### src/rtl/mem_arbiter_if.sv
// Bus bundle between the CPU/loader requesters, the arbiter and the 64x8 data memory.
// The slave modport is the arbiter's view; master is the environment's view.
interface mem_arbiter_if #(
  parameter int AW = 6,
  parameter int DW = 8
);
  logic          req0;
  logic          req1;
  logic          we0;
  logic          we1;
  logic [AW-1:0] addr0;
  logic [AW-1:0] addr1;
  logic [DW-1:0] wdata0;
  logic [DW-1:0] wdata1;
  logic          gnt0;
  logic          gnt1;
  logic          rvalid0;
  logic          rvalid1;
  logic [DW-1:0] rdata;
  logic          busy;
  logic [AW-1:0] address;
  logic          memWr;
  logic [DW-1:0] writedata;
  logic [DW-1:0] readdata;

  modport slave (
    input  req0, req1, we0, we1, addr0, addr1, wdata0, wdata1, readdata,
    output gnt0, gnt1, rvalid0, rvalid1, rdata, busy, address, memWr, writedata
  );

  modport master (
    output req0, req1, we0, we1, addr0, addr1, wdata0, wdata1, readdata,
    input  gnt0, gnt1, rvalid0, rvalid1, rdata, busy, address, memWr, writedata
  );
endinterface

### src/rtl/mem_arbiter.sv
// Two-port arbiter sharing the 64x8 data memory between CPU (0) and loader (1).
// Define MEM_ARB_RR_EN for round-robin tie-break; otherwise requester 0 has fixed priority.
//
// state  | meaning
// IDLE   | waiting; samples req0/req1 and latches the winner's request
// ACCESS | memory cycle for the latched request, grant pulse to the winner
// RDWAIT | read data returned from memory, rvalid pulse to the winner
module mem_arbiter #(
  parameter int AW = 6,
  parameter int DW = 8
) (
  input  logic         clk,
  input  logic         reset,
  mem_arbiter_if.slave bus
);

  typedef enum logic [1:0] {
    ST_IDLE   = 2'd0,
    ST_ACCESS = 2'd1,
    ST_RDWAIT = 2'd2
  } state_t;

  state_t        state_q, state_d;
  logic          idx_q, idx_d;
  logic          we_q, we_d;
  logic [AW-1:0] addr_q, addr_d;
  logic [DW-1:0] wdata_q, wdata_d;
  logic          any_req;
  logic          pick;

`ifdef MEM_ARB_RR_EN
  logic last_served_q, last_served_d;

  // On a tie, the requester that was not served last wins.
  always_comb begin
    pick = 1'b0;
    if (bus.req1 && !bus.req0)
      pick = 1'b1;
    else if (bus.req1 && bus.req0)
      pick = ~last_served_q;
  end

  always_comb begin
    last_served_d = last_served_q;
    if (state_q == ST_IDLE && any_req)
      last_served_d = pick;
  end

  always_ff @(posedge clk or negedge reset) begin
    if (!reset)
      last_served_q <= 1'b1;
    else
      last_served_q <= last_served_d;
  end
`else
  always_comb begin
    pick = bus.req1 & ~bus.req0;
  end
`endif

  assign any_req = bus.req0 | bus.req1;

  always_comb begin
    state_d = state_q;
    idx_d   = idx_q;
    we_d    = we_q;
    addr_d  = addr_q;
    wdata_d = wdata_q;
    case (state_q)
      ST_IDLE: begin
        if (any_req) begin
          idx_d   = pick;
          we_d    = pick ? bus.we1    : bus.we0;
          addr_d  = pick ? bus.addr1  : bus.addr0;
          wdata_d = pick ? bus.wdata1 : bus.wdata0;
          state_d = ST_ACCESS;
        end
      end
      ST_ACCESS: begin
        state_d = we_q ? ST_IDLE : ST_RDWAIT;
      end
      ST_RDWAIT: begin
        state_d = ST_IDLE;
      end
      default: begin
        state_d = ST_IDLE;
      end
    endcase
  end

  always_ff @(posedge clk or negedge reset) begin
    if (!reset) begin
      state_q <= ST_IDLE;
      idx_q   <= 1'b0;
      we_q    <= 1'b0;
      addr_q  <= '0;
      wdata_q <= '0;
    end else begin
      state_q <= state_d;
      idx_q   <= idx_d;
      we_q    <= we_d;
      addr_q  <= addr_d;
      wdata_q <= wdata_d;
    end
  end

  // Outputs depend only on state and latched registers, never on the live requests.
  always_comb begin
    bus.gnt0      = (state_q == ST_ACCESS) && !idx_q;
    bus.gnt1      = (state_q == ST_ACCESS) &&  idx_q;
    bus.rvalid0   = (state_q == ST_RDWAIT) && !idx_q;
    bus.rvalid1   = (state_q == ST_RDWAIT) &&  idx_q;
    bus.busy      = (state_q != ST_IDLE);
    bus.memWr     = (state_q == ST_ACCESS) && we_q;
    bus.address   = addr_q;
    bus.writedata = wdata_q;
    bus.rdata     = (state_q == ST_RDWAIT) ? bus.readdata : '0;
  end

endmodule

### src/flat_wrapper.sv
// flat-port wrapper written by rule: the top's interface ports become plain ports
module mem_arbiter_flat 
#(
  parameter int AW = 6,
  parameter int DW = 8
)
  (clk, reset, bus_req0, bus_req1, bus_we0, bus_we1, bus_addr0, bus_addr1, bus_wdata0, bus_wdata1, bus_readdata, bus_gnt0, bus_gnt1, bus_rvalid0, bus_rvalid1, bus_rdata, bus_busy, bus_address, bus_memWr, bus_writedata);
  mem_arbiter_if #(.AW(AW), .DW(DW)) bus_i ();
  input  logic clk;
  input  logic reset;
  input wire logic [$bits(bus_i.req0)-1:0] bus_req0;
  input wire logic [$bits(bus_i.req1)-1:0] bus_req1;
  input wire logic [$bits(bus_i.we0)-1:0] bus_we0;
  input wire logic [$bits(bus_i.we1)-1:0] bus_we1;
  input wire logic [$bits(bus_i.addr0)-1:0] bus_addr0;
  input wire logic [$bits(bus_i.addr1)-1:0] bus_addr1;
  input wire logic [$bits(bus_i.wdata0)-1:0] bus_wdata0;
  input wire logic [$bits(bus_i.wdata1)-1:0] bus_wdata1;
  input wire logic [$bits(bus_i.readdata)-1:0] bus_readdata;
  output wire logic [$bits(bus_i.gnt0)-1:0] bus_gnt0;
  output wire logic [$bits(bus_i.gnt1)-1:0] bus_gnt1;
  output wire logic [$bits(bus_i.rvalid0)-1:0] bus_rvalid0;
  output wire logic [$bits(bus_i.rvalid1)-1:0] bus_rvalid1;
  output wire logic [$bits(bus_i.rdata)-1:0] bus_rdata;
  output wire logic [$bits(bus_i.busy)-1:0] bus_busy;
  output wire logic [$bits(bus_i.address)-1:0] bus_address;
  output wire logic [$bits(bus_i.memWr)-1:0] bus_memWr;
  output wire logic [$bits(bus_i.writedata)-1:0] bus_writedata;
  assign bus_i.req0 = bus_req0;
  assign bus_i.req1 = bus_req1;
  assign bus_i.we0 = bus_we0;
  assign bus_i.we1 = bus_we1;
  assign bus_i.addr0 = bus_addr0;
  assign bus_i.addr1 = bus_addr1;
  assign bus_i.wdata0 = bus_wdata0;
  assign bus_i.wdata1 = bus_wdata1;
  assign bus_i.readdata = bus_readdata;
  assign bus_gnt0 = bus_i.gnt0;
  assign bus_gnt1 = bus_i.gnt1;
  assign bus_rvalid0 = bus_i.rvalid0;
  assign bus_rvalid1 = bus_i.rvalid1;
  assign bus_rdata = bus_i.rdata;
  assign bus_busy = bus_i.busy;
  assign bus_address = bus_i.address;
  assign bus_memWr = bus_i.memWr;
  assign bus_writedata = bus_i.writedata;
  mem_arbiter #(.AW(AW), .DW(DW)) u_core (.clk(clk), .reset(reset), .bus(bus_i));
endmodule
### config.mk
export PLATFORM = sky130hd
export DESIGN_NAME = mem_arbiter_flat
export DESIGN_NICKNAME = d
export VERILOG_FILES = /design/src/rtl/mem_arbiter_if.sv /design/src/rtl/mem_arbiter.sv /design/src/flat_wrapper.sv
export SDC_FILE = /design/constraint.sdc
export NUM_CORES = 1
export LEC_CHECK = 0
export ABC_AREA = 1
export ABC_CLOCK_PERIOD_IN_PS = 2350
export CAP_MARGIN = 20
export CORE_MARGIN = 2
export CORE_UTILIZATION = 25
export CTS_CLUSTER_DIAMETER = 200
export CTS_CLUSTER_SIZE = 14
export DETAILED_ROUTE_END_ITERATION = 8
export PLACE_DENSITY = 0.65
export SYNTH_ARGS = -nofsm -noshare
export SYNTH_HDL_FRONTEND = slang
export SYNTH_SLANG_ARGS = --single-unit
### constraint.sdc
create_clock -name clk -period 2.35 [get_ports clk]
set_input_delay 0.705 -clock clk [delete_from_list [all_inputs] [get_ports clk]]
set_output_delay 0.705 -clock clk [all_outputs]
set_load 0.02 [all_outputs]
==> results of run 1 <==
power groups by stage:
stage | Sequential (mW) | Combinational, mW | Clock (mW)
floorplan | 0.676 | 0.404 | 0
global route | 0.553 | 1.06 | 0.272
finish | 0.535 | 0.977 | 0.257
detailed placement | 0.538 | 1.02 | 0
global placement | 0.542 | 1.00 | 0
CTS | 0.536 | 1.00 | 0.261
critical path: cells and delay by family:
kind / cells / cell delay, ns
buf+inv: 3 / 0.81
simple gates: 1 / 0.09
sequential cells by signal, indices dropped and copies added (netlist names):
register,count
u_core.bus.address,6
u_core.bus.writedata,8
u_core.idx_q,1
u_core.state_q,2
u_core.we_q,1
what timing repair did:
item,4_1_cts,5_1_grt
gates cloned,0,0
setup endpoints to repair,10,9
gates resized for setup,10,16
per-stage QoR:
step                      utilization, %  worst slack, ns  power (mW)
final                              44.58          0.04078       1.768
after detailed placement           43.98          -0.2753       1.555
after global placement             43.98          -0.2473       1.542
after CTS                          45.15          0.01177       1.799
after global routing               44.58        0.0008227       1.889
after floorplan                        -           0.6259       1.080
Yosys cell counts (all sizes together):
cell   number  area share [%]
buf         6             5.0
nand2      79              30
nor2       17             7.2
o21ai       2             1.3
dfrtp      18              44
nand3      16             7.8
inv        13             4.8
final cells by class:
type / count / area, µm² / share of cell area, %
Clock buffer: 4 / 55.05 / 3.110
Sequential cell: 18 / 450.4 / 25.44
Inverter: 13 / 48.80 / 2.756
Tap cell: 50 / 62.56 / 3.534
Multi-Input combinational cell: 114 / 474.2 / 26.78
Timing Repair Buffer: 72 / 679.4 / 38.37
metal layers:
| metal | GRT usage, % | vias to the layer above | share of wire, % |
|---|---|---|---|
| li1 | - | 598 | - |
| met3 | 0.6579 | 2 | 5.6 |
| met4 | 3.750 | 0 | 1.1 |
| met1 | 15.92 | 494 | 42 |
| met2 | 20.87 | 31 | 51 |
| met5 | 0 | - | 0 |
kinds of logic after synthesis:
logic type	Yosys count	share of synthesized area, %
flops	18	44.06
simple gates	112	44.80
compound gates	2	1.346
buf+inv	19	9.791
worst max-delay path by stage:
stage,end,slack (ns),from,depth (start not counted)
after floorplan,bus_rdata[0],0.63,bus_readdata[0],2
after global placement,bus_rdata[7],-0.25,bus_readdata[7],4
after CTS,bus_rdata[1],0.01,bus_readdata[1],4
after global routing,bus_rdata[1],0.0008,bus_readdata[1],4
final,bus_rdata[1],0.04,bus_readdata[1],4
after detailed placement,bus_rdata[1],-0.28,bus_readdata[1],4
==> impl_metrics.toml, run 1 <==
[route]
drc_errors = 0
finalWirelength_um = 2929
first_pass_iters = 4
drt-initial-drc-count = 35
vias = 1125
wl_per_cell_um = 10.81
final_antenna_net_count = 0
via_per_inst = 4.151

[synthesis]
synth.distinct_cells = 14
ys_seq_area_share_pct = 44.06
yosysWarnings = 0
syn-instance-count = 151
syn_area_um2 = 1022
synth-seq-cells = 18
syn_avg_cell_area_um2 = 6.770
syn_nets = 193

[cells_and_area]
finalNonFillerCells = 271
area_delta_synth_final_pct = 73.19
mostFrequentLayoutCell = "nand2_1"
antennaDiodeCount = 0
final_cell_mix = "77 x nand2_1, 59 x clkdlybuf4s50_1, 18 x dfrtp_1"
drive_gt1_share_pct = 9.050
final_nets = 264
nFillCells = 441
fin_area_um2 = 1770

[placed_design]
io_buffers = 69
dp_hpwl_um = 2234
place_congestion = 0.6803
place_inst = 267
postPlaceCellArea_um2 = 1747

[sta]
hold_viol_final = 0
period_needed_ns = 2.309
max-slew-margin-rel_pct = 59.03
rsz0062_at_grt = "false"
finalSetupViolCount = 0
finalClockSkew_ns = 0.001594
finalHoldWorstSlack_ns = 0.4522
setup_tns_ns = 0
fmax_ghz = 0.4330
period_share_pct = 98.26
report.final.slew_viol_count = 0
worst_pin_slew_ns = 0.6144

[worst_hold_path]
worstHoldPathType = "reg -> reg"
hold_depth = 1
hp-start = "u_core.we_q"
hold_end = "u_core.state_q[1]"

[clock_tree]
cts_setup_buffers = 0
cts_root_buf = "clkbuf_8"
cts.path.max_buffers = 2
htreeDepth = 1
path_clk_slew_ns = 0.07
cts_tree = "done"
clock_latency_ns = 0.25
cts_sinks = 18
cts_hold_buf = 0
cts_made_buffers = 3

[die]
placementRows = 23
boundaryPins = 70
start_util_pct = 25.74
die_w_um = 67.95
core_area_um2 = 3971
die-area_um2 = 4617
dieHeight_um = 67.95

[worst_setup_path]
path_class = "in -> out"
reg2reg_depth = 5
worstPathArrival_ns = 1.60
slowest_delay_ns = 0.45
timing.rr.end = "u_core.bus.address[4]"
cp.required_ns = 1.64
r2r-start = "u_core.state_q[1]"
crit_path_max_fanout = 1
critPathLaunchType = "primary input"
regToRegSetupSlack_ns = 1.19
cp_slowest_cell = "clkdlybuf4s50_1"
endpoint_kind = "primary output"
path_cells = "clkdlybuf4s50_1 -> inv_1 -> nor2_1 -> clkdlybuf4s15_1"

[flow_run]
max_cap_viol_count = 0

[global_route]
grt_pass1_vias = 969
antenna_found_initial = 0
grt_max_degree = 19
grt_pass1_wl_um = 4326
globalRouteOverflowTotal = 0
grt_util_all_layers_pct = 12.00

[pwr]
p_int_mw = 1.035
pwr-share-seq_pct = 30.2
ir_worst_vdd_mv = 0.3718
p_leak_nw = 0.9360
p_clk_share_pct = 14.5
pwr-share-comb_pct = 55.2
cellPowerDensity_nw_per_um2 = 998.7
p_sw_mw = 0.7333
swShare_pct = 41.47

[status]
status = "finished clean"
No activity file was read; power rests on OpenSTA's default activity.
==> run 2, diff against run 1 <==
--- a/config.mk
+++ b/config.mk
@@ -11,3 +11,3 @@
 export CORE_MARGIN = 2
-export CORE_UTILIZATION = 25
+export CORE_UTILIZATION = 35
 export CTS_CLUSTER_DIAMETER = 200
@@ -15,3 +15,3 @@
 export DETAILED_ROUTE_END_ITERATION = 8
-export PLACE_DENSITY = 0.65
+export PLACE_DENSITY = 0.85
 export SYNTH_ARGS = -nofsm -noshare
--- a/constraint.sdc
+++ b/constraint.sdc
@@ -3,2 +3,2 @@
 set_output_delay 0.705 -clock clk [all_outputs]
-set_load 0.02 [all_outputs]
+set_load 0.005 [all_outputs]
==> run 2 against run 1 <==
Worst hold slack better by 0.0015 ns. Total power down 17%. Final cell count down 7.0%. Non-clock buffer count up 1. Fmax up 2.4%. Utilization up 19 points. Cell area down 1.4%. Sequential power down 0.7%. Clock skew up 0.0088 ns. Clock power down 42%. Largest power group unchanged.
==> impl_metrics.toml, run 2 (synthesis gave the netlist of run 1 again) <==
[sta]
finalClockSkew_ns = 0.01036
worst_pin_slew_ns = 0.6131
hold_viol_final = 0
setup_tns_ns = 0
finalSetupViolCount = 0
rsz0062_at_grt = "false"
fmax_ghz = 0.4433
period_needed_ns = 2.256
report.final.slew_viol_count = 0
max-slew-margin-rel_pct = 59.12
period_share_pct = 95.99
finalHoldWorstSlack_ns = 0.4537

[global_route]
grtUsageMet1_pct = 19.66
grt_util_met2_pct = 32.14
grt_pass1_vias = 1059
antenna_found_initial = 0
grt_pass1_wl_um = 4512
met3_usage_pct = 2.455
top_usage_layer = "met2"
grt_util_all_layers_pct = 17.00
grt_max_degree = 19
globalRouteOverflowTotal = 0

[worst_setup_path]
path_class = "in -> out"
endpoint_kind = "primary output"
worstPathArrival_ns = 1.55
cp_slowest_cell = "clkdlybuf4s50_1"
cp.required_ns = 1.64
slowest_delay_ns = 0.46
critPathLaunchType = "primary input"
crit_path_max_fanout = 1
path_cells = "clkdlybuf4s50_1 -> inv_1 -> nor2_1 -> dlygate4sd2_1"

[die]
placementRows = 19
die_w_um = 58.05
die-area_um2 = 3369
boundaryPins = 70
start_util_pct = 37.07
dieHeight_um = 58.05
core_area_um2 = 2758

[cells_and_area]
final_nets = 265
mostFrequentLayoutCell = "nand2_1"
final_cell_mix = "77 x nand2_1, 61 x clkdlybuf4s50_1, 18 x dfrtp_1"
nFillCells = 268
largest_reg_flops = 8
drive_gt1_share_pct = 5.882
finalNonFillerCells = 252
post-route-util_pct = 63.29
area_delta_synth_final_pct = 70.75
antennaDiodeCount = 0

[placed_design]
io_buffers = 69
dp_hpwl_um = 2150
place_inst = 249
place_congestion = 0.7331

[route]
first_pass_iters = 4
vias = 1138
drc_errors = 0
final_antenna_net_count = 0
finalWirelength_um = 2726
via_per_inst = 4.516
drt-initial-drc-count = 33
wl_per_cell_um = 10.82

[flow_run]
max_cap_viol_count = 0

[clock_tree]
cts_made_buffers = 3
cts.path.max_buffers = 2
cts_sinks = 18
cts_tree = "done"
path_clk_slew_ns = 0.10
clock_latency_ns = 0.29
cts_root_buf = "clkbuf_4"
htreeDepth = 1
cts_hold_buf = 0

[status]
status = "finished clean"

[pwr]
ir_worst_vdd_mv = 0.5846
cellPowerDensity_nw_per_um2 = 837.0
p_leak_nw = 0.9299

[worst_hold_path]
worstHoldPathType = "reg -> reg"
-- run 2: cell count changes in the layout (fill, tap and decap cells not counted), sizes merged --
cell	delta
clkbuf	-8
dlygate4sd2	+7
clkdlybuf4s50	+2
buf	+1
clkdlybuf4s15	-1
dlymetal6s2s	-1
-- run 2: stage by stage --
stage               total power, mW  worst slack [ns]  area (µm²)
finish                        1.461           0.09425        1745
global route                  1.587           0.01261        1745
CTS                           1.481           0.02819        1743
detailed placement            1.343           -0.1800        1730
global placement              1.331           -0.1431        1730
floorplan                    0.8827            0.8104        1022
-- run 2: final timing paths --
path | startpoint | to | slack (ns) | cells past startpoint
max | bus_readdata[7] | bus_rdata[7] | 0.09 | 4
min | u_core.we_q | u_core.state_q[1] | 0.45 | 1
max reg2reg | u_core.state_q[1] | u_core.bus.address[2] | 1.19 | 5
min reg2reg | u_core.we_q | u_core.state_q[1] | 0.45 | 1
max in group asynchronous | reset | u_core.state_q[0] | 1.42 | 2
min in group asynchronous | reset | u_core.bus.address[5] | 0.73 | 2
-- run 2: cell type report --
class / instances / area (µm²) / area share [%]
clock buffer: 3 / 22.52 / 1.290
sequential: 18 / 450.4 / 25.81
multi-input combinational: 114 / 474.2 / 27.17
tap: 31 / 38.79 / 2.222
timing repair buffer: 73 / 710.7 / 40.72
inverter: 13 / 48.80 / 2.796
-- run 2: power breakdown --
part / total (mW) / internal (mW) / switching (mW)
combinational: 0.782 / 0.437 / 0.344
clock: 0.148 / 0.0594 / 0.0891
sequential: 0.531 / 0.454 / 0.0773
-- run 2: critical path: cells and delay by family --
| family | cells | cell delay, ns |
|---|---|---|
| AND/OR/NAND/NOR | 1 | 0.10 |
| buffers and inverters | 3 | 0.75 |
-- run 2: per-layer routing --
metal	wire (µm)	vias up
li1	-	600
met1	1142	507
met2	1441	29
met3	123	2
met4	18	0
met5	0	-
-- run 2: what timing repair did --
| action | in CTS | in global routing |
|---|---|---|
| hold endpoints to repair | 0 | 0 |
| gates resized for setup | 8 | 1 |
| endpoints found under the setup margin | 8 | 2 |
| buffers inserted | 0 | 0 |
